### config.mk
export PLATFORM = sky130hd
export DESIGN_NAME = calc_display
export DESIGN_NICKNAME = d
export VERILOG_FILES = /design/src/rtl/calc_disp_pkg.sv /design/src/rtl/seg7_encode.sv /design/src/rtl/calc_display.sv
export SDC_FILE = /design/constraint.sdc
export NUM_CORES = 1
export LEC_CHECK = 0
export BUFFER_PORTS_ARGS = -buffer_cell sky130_fd_sc_hd__buf_2
export CAP_MARGIN = 25
export CORE_ASPECT_RATIO = 1.4
export CORE_MARGIN = 1.5
export CORE_UTILIZATION = 45
export CTS_CLUSTER_SIZE = 14
export DETAILED_ROUTE_END_ITERATION = 8
export PLACE_DENSITY = 0.68
export SETUP_SLACK_MARGIN = 0.5
export SLEW_MARGIN = 20
export SYNTH_ARGS = -nofsm -noshare
export SYNTH_HDL_FRONTEND = slang
export SYNTH_SLANG_ARGS = --single-unit
### constraint.sdc
create_clock -name clock -period 3.2 [get_ports clock]
set_clock_uncertainty 0.05 [all_clocks]
set_input_delay 0.48 -clock clock [delete_from_list [all_inputs] [get_ports clock]]
set_output_delay 0.48 -clock clock [all_outputs]
set_load 0.01 [all_outputs]
### src/rtl/calc_disp_pkg.sv
// Shared types and constants for the calculator display receiver:
// glyph codes, active-low segment patterns and calculator status codes.
package calc_disp_pkg;

    typedef enum logic [3:0] {
        D0, D1, D2, D3, D4, D5, D6, D7, D8, D9,
        BLANK, DASH, E, R, O
    } glyph_t;

    typedef enum logic {
        FR_IDLE,
        FR_ACTIVE
    } frame_state_t;

    localparam logic [7:0] SEG_D0    = 8'hC0;
    localparam logic [7:0] SEG_D1    = 8'hF9;
    localparam logic [7:0] SEG_D2    = 8'hA4;
    localparam logic [7:0] SEG_D3    = 8'hB0;
    localparam logic [7:0] SEG_D4    = 8'h99;
    localparam logic [7:0] SEG_D5    = 8'h92;
    localparam logic [7:0] SEG_D6    = 8'h82;
    localparam logic [7:0] SEG_D7    = 8'hF8;
    localparam logic [7:0] SEG_D8    = 8'h80;
    localparam logic [7:0] SEG_D9    = 8'h90;
    localparam logic [7:0] SEG_BLANK = 8'hFF;
    localparam logic [7:0] SEG_DASH  = 8'hBF;
    localparam logic [7:0] SEG_E     = 8'h86;
    localparam logic [7:0] SEG_R     = 8'hAF;
    localparam logic [7:0] SEG_O     = 8'hA3;

    localparam logic [1:0] ST_ERR   = 2'b00;
    localparam logic [1:0] ST_BUSY  = 2'b01;
    localparam logic [1:0] ST_READY = 2'b10;
    localparam logic [1:0] ST_IDLE  = 2'b11;

    // Non-BCD captures render as blank rather than garbage segments.
    function automatic glyph_t digit_glyph(input logic [3:0] value);
        return (value <= 4'd9) ? glyph_t'(value) : BLANK;
    endfunction

endpackage

### src/rtl/seg7_encode.sv
// Glyph to active-low seven-segment pattern; bit 0 = a .. bit 6 = g, bit 7 = dp (kept off).
module seg7_encode
    import calc_disp_pkg::*;
(
    input  logic [3:0] glyph,
    output logic [7:0] seg
);

    always_comb begin
        seg = SEG_BLANK;
        case (glyph_t'(glyph))
            D0:      seg = SEG_D0;
            D1:      seg = SEG_D1;
            D2:      seg = SEG_D2;
            D3:      seg = SEG_D3;
            D4:      seg = SEG_D4;
            D5:      seg = SEG_D5;
            D6:      seg = SEG_D6;
            D7:      seg = SEG_D7;
            D8:      seg = SEG_D8;
            D9:      seg = SEG_D9;
            DASH:    seg = SEG_DASH;
            E:       seg = SEG_E;
            R:       seg = SEG_R;
            O:       seg = SEG_O;
            default: seg = SEG_BLANK;
        endcase
    end

endmodule

### src/rtl/calc_display.sv
// Receives the calculator's scanned digit stream, commits whole frames to a
// display buffer and drives an 8-digit multiplexed active-low 7-seg display.
module calc_display
    import calc_disp_pkg::*;
#(
    parameter int REFRESH_DIV   = 50000,
    parameter bit BLANK_LEADING = 1'b1
) (
    input  logic       clock,
    input  logic       reset,
    input  logic [3:0] data,
    input  logic [3:0] pos,
    input  logic [1:0] status,
    output logic [7:0] an,
    output logic [7:0] seg,
    output logic       frame_valid,
    output logic       sync_err
);

    localparam int RCNT_W = (REFRESH_DIV > 1) ? $clog2(REFRESH_DIV) : 1;
    localparam logic [RCNT_W-1:0] RCNT_MAX = RCNT_W'(REFRESH_DIV - 1);

    frame_state_t      frame_state;
    frame_state_t      frame_next;
    logic [3:0]        exp_pos;
    logic [3:0]        exp_next;
    logic              shadow_we;
    logic              commit;
    logic              seq_err;

    logic [3:0]        shadow [0:7];
    logic [3:0]        disp   [0:7];

    logic [RCNT_W-1:0] rcnt;
    logic [2:0]        scan;
    logic [2:0]        msd;
    glyph_t            sel_glyph;
    logic [7:0]        seg_next;

    // Frame tracking: decides what the current pos/data sample does.
    always_comb begin
        // NOTE: every output of this block gets a default first, so no path leaves a value held and no latch is inferred.
        frame_next = frame_state;
        exp_next   = exp_pos;
        shadow_we  = 1'b0;
        commit     = 1'b0;
        seq_err    = 1'b0;

        if (pos == 4'd0) begin
            frame_next = FR_ACTIVE;
            exp_next   = 4'd1;
            shadow_we  = 1'b1;
        end else if (pos <= 4'd7 && frame_state == FR_ACTIVE) begin
            if (pos == exp_pos) begin
                if (pos == 4'd7) begin
                    commit     = 1'b1;
                    frame_next = FR_IDLE;
                    exp_next   = 4'd0;
                end else begin
                    shadow_we = 1'b1;
                    exp_next  = exp_pos + 4'd1;
                end
            end else begin
                frame_next = FR_IDLE;
                seq_err    = 1'b1;
            end
        end
    end

    always_ff @(posedge clock or posedge reset) begin
        if (reset) begin
            frame_state <= FR_IDLE;
            exp_pos     <= 4'd0;
            frame_valid <= 1'b0;
            sync_err    <= 1'b0;
            // NOTE: shadow and disp are eight-entry flop arrays, not RAM, so they clear with the rest of the state.
            for (int i = 0; i < 8; i++) begin
                shadow[i] <= 4'd0;
                disp[i]   <= 4'd0;
            end
        end else begin
            // NOTE: non-blocking updates here so every flop samples pre-edge values regardless of statement order.
            frame_state <= frame_next;
            exp_pos     <= exp_next;
            frame_valid <= commit;
            sync_err    <= seq_err;
            if (shadow_we) begin
                shadow[pos[2:0]] <= data;
            end
            // The last digit bypasses the shadow so the commit needs no extra cycle.
            if (commit) begin
                for (int i = 0; i < 7; i++) begin
                    disp[i] <= shadow[i];
                end
                disp[7] <= data;
            end
        end
    end

    always_ff @(posedge clock or posedge reset) begin
        if (reset) begin
            rcnt <= '0;
            scan <= 3'd0;
        end else if (rcnt == RCNT_MAX) begin
            rcnt <= '0;
            scan <= scan + 3'd1;
        end else begin
            rcnt <= rcnt + 1'b1;
        end
    end

    // Highest nonzero buffer index; digit 0 is always lit.
    always_comb begin
        msd = 3'd0;
        for (int i = 1; i < 8; i++) begin
            if (disp[i] != 4'd0) begin
                msd = 3'(i);
            end
        end
    end

    always_comb begin
        sel_glyph = BLANK;
        case (status)
            ST_ERR: begin
                case (scan)
                    3'd3:    sel_glyph = E;
                    3'd2:    sel_glyph = R;
                    3'd1:    sel_glyph = R;
                    3'd0:    sel_glyph = O;
                    default: sel_glyph = BLANK;
                endcase
            end
            ST_BUSY: sel_glyph = DASH;
            default: begin
                if (BLANK_LEADING && (scan > msd)) begin
                    sel_glyph = BLANK;
                end else begin
                    sel_glyph = digit_glyph(disp[scan]);
                end
            end
        endcase
    end

    seg7_encode u_encode (
        .glyph (sel_glyph),
        .seg   (seg_next)
    );

    always_ff @(posedge clock or posedge reset) begin
        if (reset) begin
            an  <= 8'hFF;
            seg <= 8'hFF;
        end else begin
            an  <= ~(8'd1 << scan);
            seg <= seg_next;
        end
    end

endmodule
; Word level (Yosys, flattened, before mapping)
; Memory sizes are Yosys's and may differ from the RTL's. A register that Yosys moved wholly into a read port is not among the register bits.
; Index checks and enable logic that the tools add are counted.
[op_classes]
n_mux = 37
shift = 1
order_cmp = 6
n_eq_ne = 8
addsub = 3
bitwise_logic = 3
reduce_logical = 17
[ops]
columns = cell, count
row1 = $mux 4, 9
row2 = $bwmux 32, 1
row3 = $reduce_bool 4->1, 7
row4 = $mux 3, 6
row5 = $add 16x1->16 const B, 1
row6 = $eq 16x16->1 const B, 1
row7 = $mux 1, 16
row8 = $mux 16, 1
row9 = $bmux 4 s3, 1
row10 = $demux 4 s3, 1
row11 = $pmux 3 s3, 1
row12 = $ge 4x4->1 const B, 2
row13 = $not 3->4, 2
row14 = $not 8->8, 1
row15 = $pmux 4 s2, 1
row16 = $shl 1x3->8 const A, 1
row17 = $eq 3x2->1 const B, 2
row18 = $add 4x1->4 const B, 1
row19 = $eq 4x3->1 const B, 1
row20 = $eq 4x4->1, 1
row21 = $le 4x3->1 const B, 1
row22 = $le 4x4->1 const B, 1
row23 = $logic_not 4->1, 1
row24 = $lt 4x1->1 const B, 1
row25 = 11 further kinds, 14
[word_totals]
register_bits = 106
in_bits = 12
out_inout_bits = 18
elab_cells = 100
mem_count = 1
mem_bits_ro = 112
[mem_list]
columns = memory, depth, width, rd, rd_clocked_by_memory_dff, write_ports, line_no
row1 = (no name shown), 16, 7, 1, 1, 0, seg7_encode.sv:11  ; case (glyph_t'(glyph))

; Depth between registers and ports, before layout
; Gate-level depths: netlist of run 1.
[depth]
word_depth = 11
depth_mapped = 17
mapped_depth_nobuf = 17

; By module
; From an unflattened synthesis of run 1, not the netlist that was laid out.
[unflattened]
cells_unflattened = 388
hier_area_um2 = 4848.4
[modules_own_cells]
columns = mod, cells_per_inst, seq_area_each_um2, area_each_um2, n_inst
row1 = calc_display, 351, 2572.5, 4550.6, 1
row2 = seg7_encode, 37, 0.0, 297.8, 1

; Worst setup path before layout of run 1
; OpenSTA, ideal clock, no wires.
[synth_timing]
kind = register to register
from = register disp[20] in the netlist's numbering
to = register seg[3]
n_path_buf = 0
setup_time_ns = 0.078
synth_period_minus_slack_ns = 3.082
path_slack_ns = 0.118
arrival_ns = 2.954
stages_incl_launch_ff = 17
required_ns = 3.072
path_cell_list = dfrtp_1 -> nor4_1 -> o41ai_1 -> a21bo_2 -> nand2_1 -> nand2_1 -> nand2_1 -> ha_1 -> inv_1 -> a211oi_1 -> o21ai_0 -> o41ai_4 -> inv_1 -> ha_1 -> nor2_1 -> a31oi_1 -> o22ai_1
[synth_between]
elab_chain_cells = 10
word_cells_on_any_way = 15
classes_between = order compare (2) / mux (12) / reduce/logical (1)
[synth_lines]
columns = element, line_no
row1 = "start, declared", calc_display.sv:32  ; logic [3:0] disp [0:7];
row2 = "start signal, assigned by index", calc_display.sv:93  ; disp[i] <= shadow[i];
row3 = $reduce_bool 4->1, calc_display.sv:116  ; if (disp[i] != 4'd0) begin
row4 = $mux 3 (6 in a row), calc_display.sv:116
row5 = $gt 3x3->1, calc_display.sv:136  ; if (BLANK_LEADING && (scan > msd)) begin
row6 = $mux 4 (*), calc_display.sv:136
row7 = $pmux 4 s2 (*), calc_display.sv:124  ; case (status)
row8 = "end, declared", calc_display.sv:15  ; output logic [7:0] seg,
; Mark *: on every way between the ends. The rest lies on a longest branch, timed or not. The select of a mux whose other input is x is not followed.
; A chain may end at the register's enable or synchronous reset.

; Worst setup path after layout of run 1
[layout_timing]
from = register disp[22] in the netlist's numbering
to = register seg[3]
; Same word-level chain as after synthesis.

==> results.md, run 1 <==
- Chip width: 89.7 µm
- Minimum hold slack: 192 ps
- Vias in the first global route: 3,304
- Most common cell after layout, fill and taps aside: dfrtp_1
- Area after DPL: 0.00510 mm²
- Leakage: 2.71 nW
- Crit. End Element: flip-flop
- Max-cap viol count: 0
- Slowest CP cell: dfrtp_1
- WP data arrival: 3260 ps
- Dominant cells by area after synthesis: dfrtp_1, mux2_2, dfstp_2
- # diodes: 0
- Max Buffers Root-to-Sink: 2
- GRT Util Overall: 18.8%
- Synth Cell Area: 0.00473 mm²
- H-tree depth: 3
- CTS Buf Count: 9
- PortBufs: 28
- Synth Warn #: 0
- Post-synthesis register bit count: 101
- Post-synth EDFFs: 0
- Status: completed
- Core Footprint: 0.0103 mm²
- Final setup violation count: 0
- Area leader, netlist: dfrtp_1
- Fillers: 873
- Internal power: 2.38 mW
- P_sw: 0.869 mW
- Crit path launch: disp[22]
- Synth top area share: 45.5%
- Tmin final: 3050 ps
- Combinational share of power: 20.9%
- Die H: 124 µm
- Seq/Total Area, Yosys: 53.8%
- Cell Pwr Density: 574 mW/mm²
- Fin crit share: 95.4%
- Async S/R FF share, synth: 100%
- 1st-pass router iterations: 4
- Worst-path cell chain: nor4_4 > buf_4 > buf_6 > a21oi_2 > nor2_1 > ha_1 > a211oi_4 > o21ai_2 > o41ai_4 > inv_2 > ha_4 > nor2_2 > a31oi_1 > o22ai_1
- Worst Path Required: 3410 ps
- Final hold vios: 0
- Final count of pins violating max slew: 0
- Clk slew on worst S/H paths: 70 ps
- Io pins: 30
- Net Sw Frac: 26.7%
- Routability cong.: 0.853
- CP Max Fanout: 3
- Total grt overflow: 0
- HP Class: in -> async
- Crit path largest cell delay: 450 ps
- Num rows: 44
- Die ar.: 0.0112 mm²
- Via count: 3,060
- Detailed Route Iter0 Violations: 142
- CP Launch Type: flip-flop
- Final Util: 55.1%
- Antenna violations before repair: 0
- Most frequent cells in the layout: dfrtp_1, mux2_2, nand2_1
- Syn nets: 414
- Initial core utilization: 46.0%
- Post-Syn Instances: 385
- DPL Wire Length: 6380 µm
- # DRC: 0
- Synth Flop Type: dfrtp_1
- Post-route cell area: 0.00567 mm²
- CTS sink count: 101
- Synth Area per Inst: 12.3 µm²
- Routed WL: 9410 µm
- Max Fclk: 0.328 GHz
- RSZ-0062 raised after global routing: yes
- Root Driver: clkbuf_16
- Worst-skew pair later-pin latency: 350 ps
- First-pass GRT wire length: 15,900 µm
- TNS Setup: 0 ps
- Worst Tran Pin Value: 815 ps
- Clock share of power: 33.5%
- Setup CP Type: reg -> reg
- WL per Instance: 16.2 µm
- Synth unique cells: 49
- Vias/cell: 5.26
- Ratio of cells with drive above 1 in the final layout: 41.7%
- CTS tree: built
- Rel. slew slack: 45.2%
- Largest net degree at the start of global routing: 68
- Synthesis-to-finish area growth: 19.8%
- ANT nets after route: 0
- Worst vdd ir: 0.289 mV
- Reg power frac: 45.6%
- Reg2reg start: disp[22]
- Nets: 468
==> power groups by stage <==
| stage | clock network [mW] | registers (mW) | logic (mW) |
|---|---|---|---|
| 3_3_place_gp | 0 | 1.51 | 0.486 |
| 2_1_floorplan | 0 | 1.52 | 0.334 |
| 3_5_place_dp | 0 | 1.51 | 0.498 |
| 5_1_grt | 1.18 | 1.51 | 0.762 |
| 6_report | 1.09 | 1.48 | 0.679 |
| 4_1_cts | 1.13 | 1.49 | 0.616 |
==> cell usage after synthesis (7+ instances only) <==
library cell   n
mux4_2         7
nand2_1       42
dfstp_2       15
nor4_1         8
o21ai_0        8
nor2_1        23
xor2_1        11
inv_1         14
nand3_1       11
xnor2_1        9
a21oi_1       10
mux2_2        56
ha_1          17
dfrtp_1       86
==> worst paths after layout <==
kind	end	slack, ps	depth (start not counted)
worst min register to register	shadow[29]	420	2
worst max register to register	seg[3]	150	14
max in group asynchronous	shadow[17]	2120	3
min in group clock	frame_state	330	2
worst max-delay path	seg[3]	150	14
worst min-delay path	rcnt[1]	190	2
==> layout make-up <==
| cell class | count | area [µm²] | area share, % |
|---|---|---|---|
| sequential | 101 | 2550 | 44.9 |
| multi-input combinational | 258 | 2230 | 39.3 |
| timing repair buffer | 55 | 367 | 6.46 |
| clock buffer | 11 | 243 | 4.28 |
| tap | 138 | 173 | 3.04 |
| clock inverter | 5 | 57.6 | 1.01 |
| inverter | 14 | 56.3 | 0.993 |
==> repair_timing <==
action,CTS,global route
endpoints found under the setup margin,7,7
pin swaps,13,14
hold buffers,0,0
gates resized for setup,20,16
setup buffers,12,4
endpoints found under the hold margin,0,0
==> layer usage <==
layer,part of all wire [%],vias up,track usage [%],routed length [µm]
met4,2.3,0,7.96,219
met3,2.8,17,4.44,265
met1,41,1542,22.8,3830
li1,-,1448,-,-
met5,0,-,0,0
met2,54,53,31.1,5090
==> state kept, by name (all words and copies together), names as in the netlist <==
| register | cells |
|---|---|
| an | 8 |
| disp | 32 |
| exp_pos | 4 |
| frame_state | 1 |
| frame_valid | 1 |
| rcnt | 16 |
| scan | 3 |
| seg | 7 |
| shadow | 28 |
| sync_err | 1 |
==> worst max-delay path: cells and delay by family (launching register included) <==
family                     cells  cell delay [ps]
AOI/OAI and AO/OA              6             1090
adders and majority gates      2              570
buffers and inverters          3              360
DFF                            1              450
and+or+nand+nor                3              440
==> through the flow <==
stage          setup slack [ps]  power [mW]  instances
6_report                    148        3.25        582
3_3_place_gp               79.3        1.99        550
5_1_grt                    22.0        3.44        582
2_1_floorplan               299        1.85        385
3_5_place_dp              -12.5        2.01        550
4_1_cts                     205        3.23        578
==> cells by family (layout without fill, tap and decap cells) <==
kind of cell	count (synthesis)	in the layout	synth area share, %
other cells	1	1	0.0792
xor+xnor	20	20	3.70
simple gates	113	113	11.6
fa+ha+maj	17	17	4.49
compound gates	37	37	5.63
flops	101	101	53.8
mux	70	70	18.4
buf+inv	26	85	2.33
(Power assumes the default switching activity.)
==> run 2, diff against run 1 <==
--- a/config.mk
+++ b/config.mk
@@ -5,7 +5,7 @@
 export SDC_FILE = /design/constraint.sdc
 export NUM_CORES = 1
 export LEC_CHECK = 0
-export BUFFER_PORTS_ARGS = -buffer_cell sky130_fd_sc_hd__buf_2
+export BUFFER_PORTS_ARGS = -buffer_cell sky130_fd_sc_hd__buf_4
 export CAP_MARGIN = 25
 export CORE_ASPECT_RATIO = 1.4
 export CORE_MARGIN = 1.5
==> run 2 against run 1 <==
  * Combinational power up 9.3%
  * Final cell count is the same
  * Cell area up 1.6%
  * Non-clock buffer count did not move
  * Critical path type unchanged
  * Sequential cell count unchanged
  * Highest routed layer unchanged
  * Power grew 3.1%
  * Die area unchanged
  * Via count is 0.75% higher
  * Largest power group unchanged
==> results.md, run 2 (synthesis results as in run 1) <==
- Routed WL: 9450 µm (was 9410 µm)
- Setup WS pre-CTS: 7.85 ps (was -12.5 ps)
- Die H: 124 µm (unchanged)
- HP Class: in -> async (unchanged)
- Detailed Route Iter0 Violations: 128 (was 142)
- Num rows: 44 (unchanged)
- CP Max Fanout: 4 (was 3)
- Fin crit share: 92.8% (was 95.4%)
- CP Launch Type: flip-flop (unchanged)
- Worst-path cell chain: nor4_4 > o41ai_2 > a21bo_2 > nand2_1 > nand2_1 > nand2_1 > ha_2 > inv_2 > a211oi_4 > o21ai_1 > nor2_2 > buf_4 > buf_4 > buf_4 > buf_4 > buf_6 > a21oi_2 > or3_1 (was nor4_4 > buf_4 > buf_6 > a21oi_2 > nor2_1 > ha_1 > a211oi_4 > o21ai_2 > o41ai_4 > inv_2 > ha_4 > nor2_2 > a31oi_1 > o22ai_1)
- Max-cap viol count: 0 (unchanged)
- Max reg flops: 32 (unchanged)
- Crit. End Element: flip-flop (unchanged)
- DPL Wire Length: 6320 µm (was 6380 µm)
- Status: completed (unchanged)
- Io pins: 30 (unchanged)
- TNS Setup: 0 ps (unchanged)
- Max Buffers Root-to-Sink: 2 (unchanged)
- Post-placement cell count: 551 (was 550)
- Via count: 3,083 (was 3,060)
- Fin cells: 582 (unchanged)
- CTS tree: built (unchanged)
- Final count of pins violating max slew: 0 (unchanged)
- Worst Tran Pin Value: 798 ps (was 815 ps)
- Crit path largest cell delay: 420 ps (was 450 ps)
- Slowest CP cell: dfrtp_1 (unchanged)
- CTS sink count: 101 (unchanged)
- Biggest regs: disp: 32 flops, shadow: 28 flops, rcnt: 16 flops (unchanged)
- WP data arrival: 3180 ps (was 3260 ps)
- Rel. slew slack: 46.3% (was 45.2%)
- RSZ-0062 raised after global routing: yes (unchanged)
- Die ar.: 0.0112 mm² (unchanged)
- Max Fclk: 0.337 GHz (was 0.328 GHz)
- CTS Buf Count: 9 (unchanged)
- Routability cong.: 0.863 (was 0.853)
- Largest delay contributor family on the critical path: simple AND/OR/NAND/NOR gates (was compound AO/OA/AOI/OAI gates)
- # diodes: 0 (unchanged)
- GRT Util Overall: 18.6% (was 18.8%)
- Antenna violations before repair: 0 (unchanged)
- Worst-skew pair later-pin latency: 340 ps (was 350 ps)
- # DRC: 0 (unchanged)
- Initial core utilization: 46.0% (unchanged)
- H-tree depth: 3 (unchanged)
- Setup CP Type: reg -> reg (unchanged)
- Vias in the first global route: 3,245 (was 3,304)
- PortBufs: 28 (unchanged)
- Buffers & Inverters on Critical Path: 6 (was 3)
- Total grt overflow: 0 (unchanged)
- WL per Instance: 16.2 µm (about the same)
- Cell Pwr Density: 582 mW/mm² (was 574 mW/mm²)
- Reg2reg setup slack: 230 ps (was 150 ps)
- Final hold vios: 0 (unchanged)
- Tmin final: 2970 ps (was 3050 ps)
- Core Footprint: 0.0103 mm² (unchanged)
- First-pass GRT wire length: 15,800 µm (was 15,900 µm)
- Leakage: 2.73 nW (was 2.71 nW)
- Root Driver: clkbuf_16 (unchanged)
- Nets: 468 (unchanged)
- Chip width: 89.7 µm (unchanged)
- Worst Path Required: 3410 ps (about the same)
- Vias/cell: 5.30 (was 5.26)
- Reg with most FFs: disp (unchanged)
- Most frequent cells in the layout: dfrtp_1, mux2_2, buf_4 (was dfrtp_1, mux2_2, nand2_1)
- Synthesis-to-finish area growth: 21.8% (was 19.8%)
- Hold_buf cts: 0 (unchanged)
- Worst vdd ir: 0.359 mV (was 0.289 mV)
- Ratio of cells with drive above 1 in the final layout: 41.2% (was 41.7%)
- 1st-pass router iterations: 4 (unchanged)
- Crit path top cell by count: buf_4
- Clk slew on worst S/H paths: 70 ps (about the same)
- ANT nets after route: 0 (unchanged)
- Largest net degree at the start of global routing: 102 (was 68)
- Final setup violation count: 0 (unchanged)
- Most common cell after layout, fill and taps aside: dfrtp_1 (unchanged)
- Setup WS post-layout: 232 ps (was 148 ps)
==> run 2: what timing repair did <==
item	4_1_cts	5_1_grt
resized for setup	28	12
setup buffers	14	1
endpoints found under the setup margin	7	7
pin swaps	17	7
==> run 2: power breakdown <==
group,internal [mW],switching [mW]
clock,0.687,0.435
combinational,0.376,0.366
sequential,1.42,0.0691
total,2.48,0.870
==> run 2: area by class of cell <==
class	instances	area, µm²
Multi-Input combinational cell	258	2250
Clock inverter	2	60.1
Inverter	14	56.3
Tap cell	138	173
Sequential cell	101	2550
Fill cell	867	4530
Clock buffer	14	244
Timing Repair Buffer	55	437
==> run 2: layer usage <==
layer	share of wire [%]	track usage [%]	wire length (µm)
met5	0	0	0
met1	42	22.7	3940
met4	2.6	8.51	244
met2	53	30.3	5060
met3	2.2	4.31	212
==> run 2: path summary, 6_finish.rpt <==
check                           start          end  depth (start not counted)
hold / removal                  reset      rcnt[9]                          3
hold reg to reg            shadow[29]   shadow[29]                          2
setup / recovery             disp[20]       seg[5]                         18
max in group asynchronous       reset      scan[0]                          3
setup reg to reg             disp[20]       seg[5]                         18
min in group clock             pos[2]  frame_state                          2
==> run 2: worst min-delay path, stage by stage <==
cell and delay [ps]:
buf_4 120, clkinvlp_4 70, buf_12 390
==> run 2: per-stage QoR <==
step	instance area, µm²	power (mW)	utilization [%]	hold slack, ps
floorplan	4750	1.85	-	392
global placement	5180	2.03	50.3	406
detailed placement	5180	2.05	50.3	419
CTS	5710	3.33	55.4	251
global route	5760	3.53	56.0	263
finish	5760	3.35	56.0	220
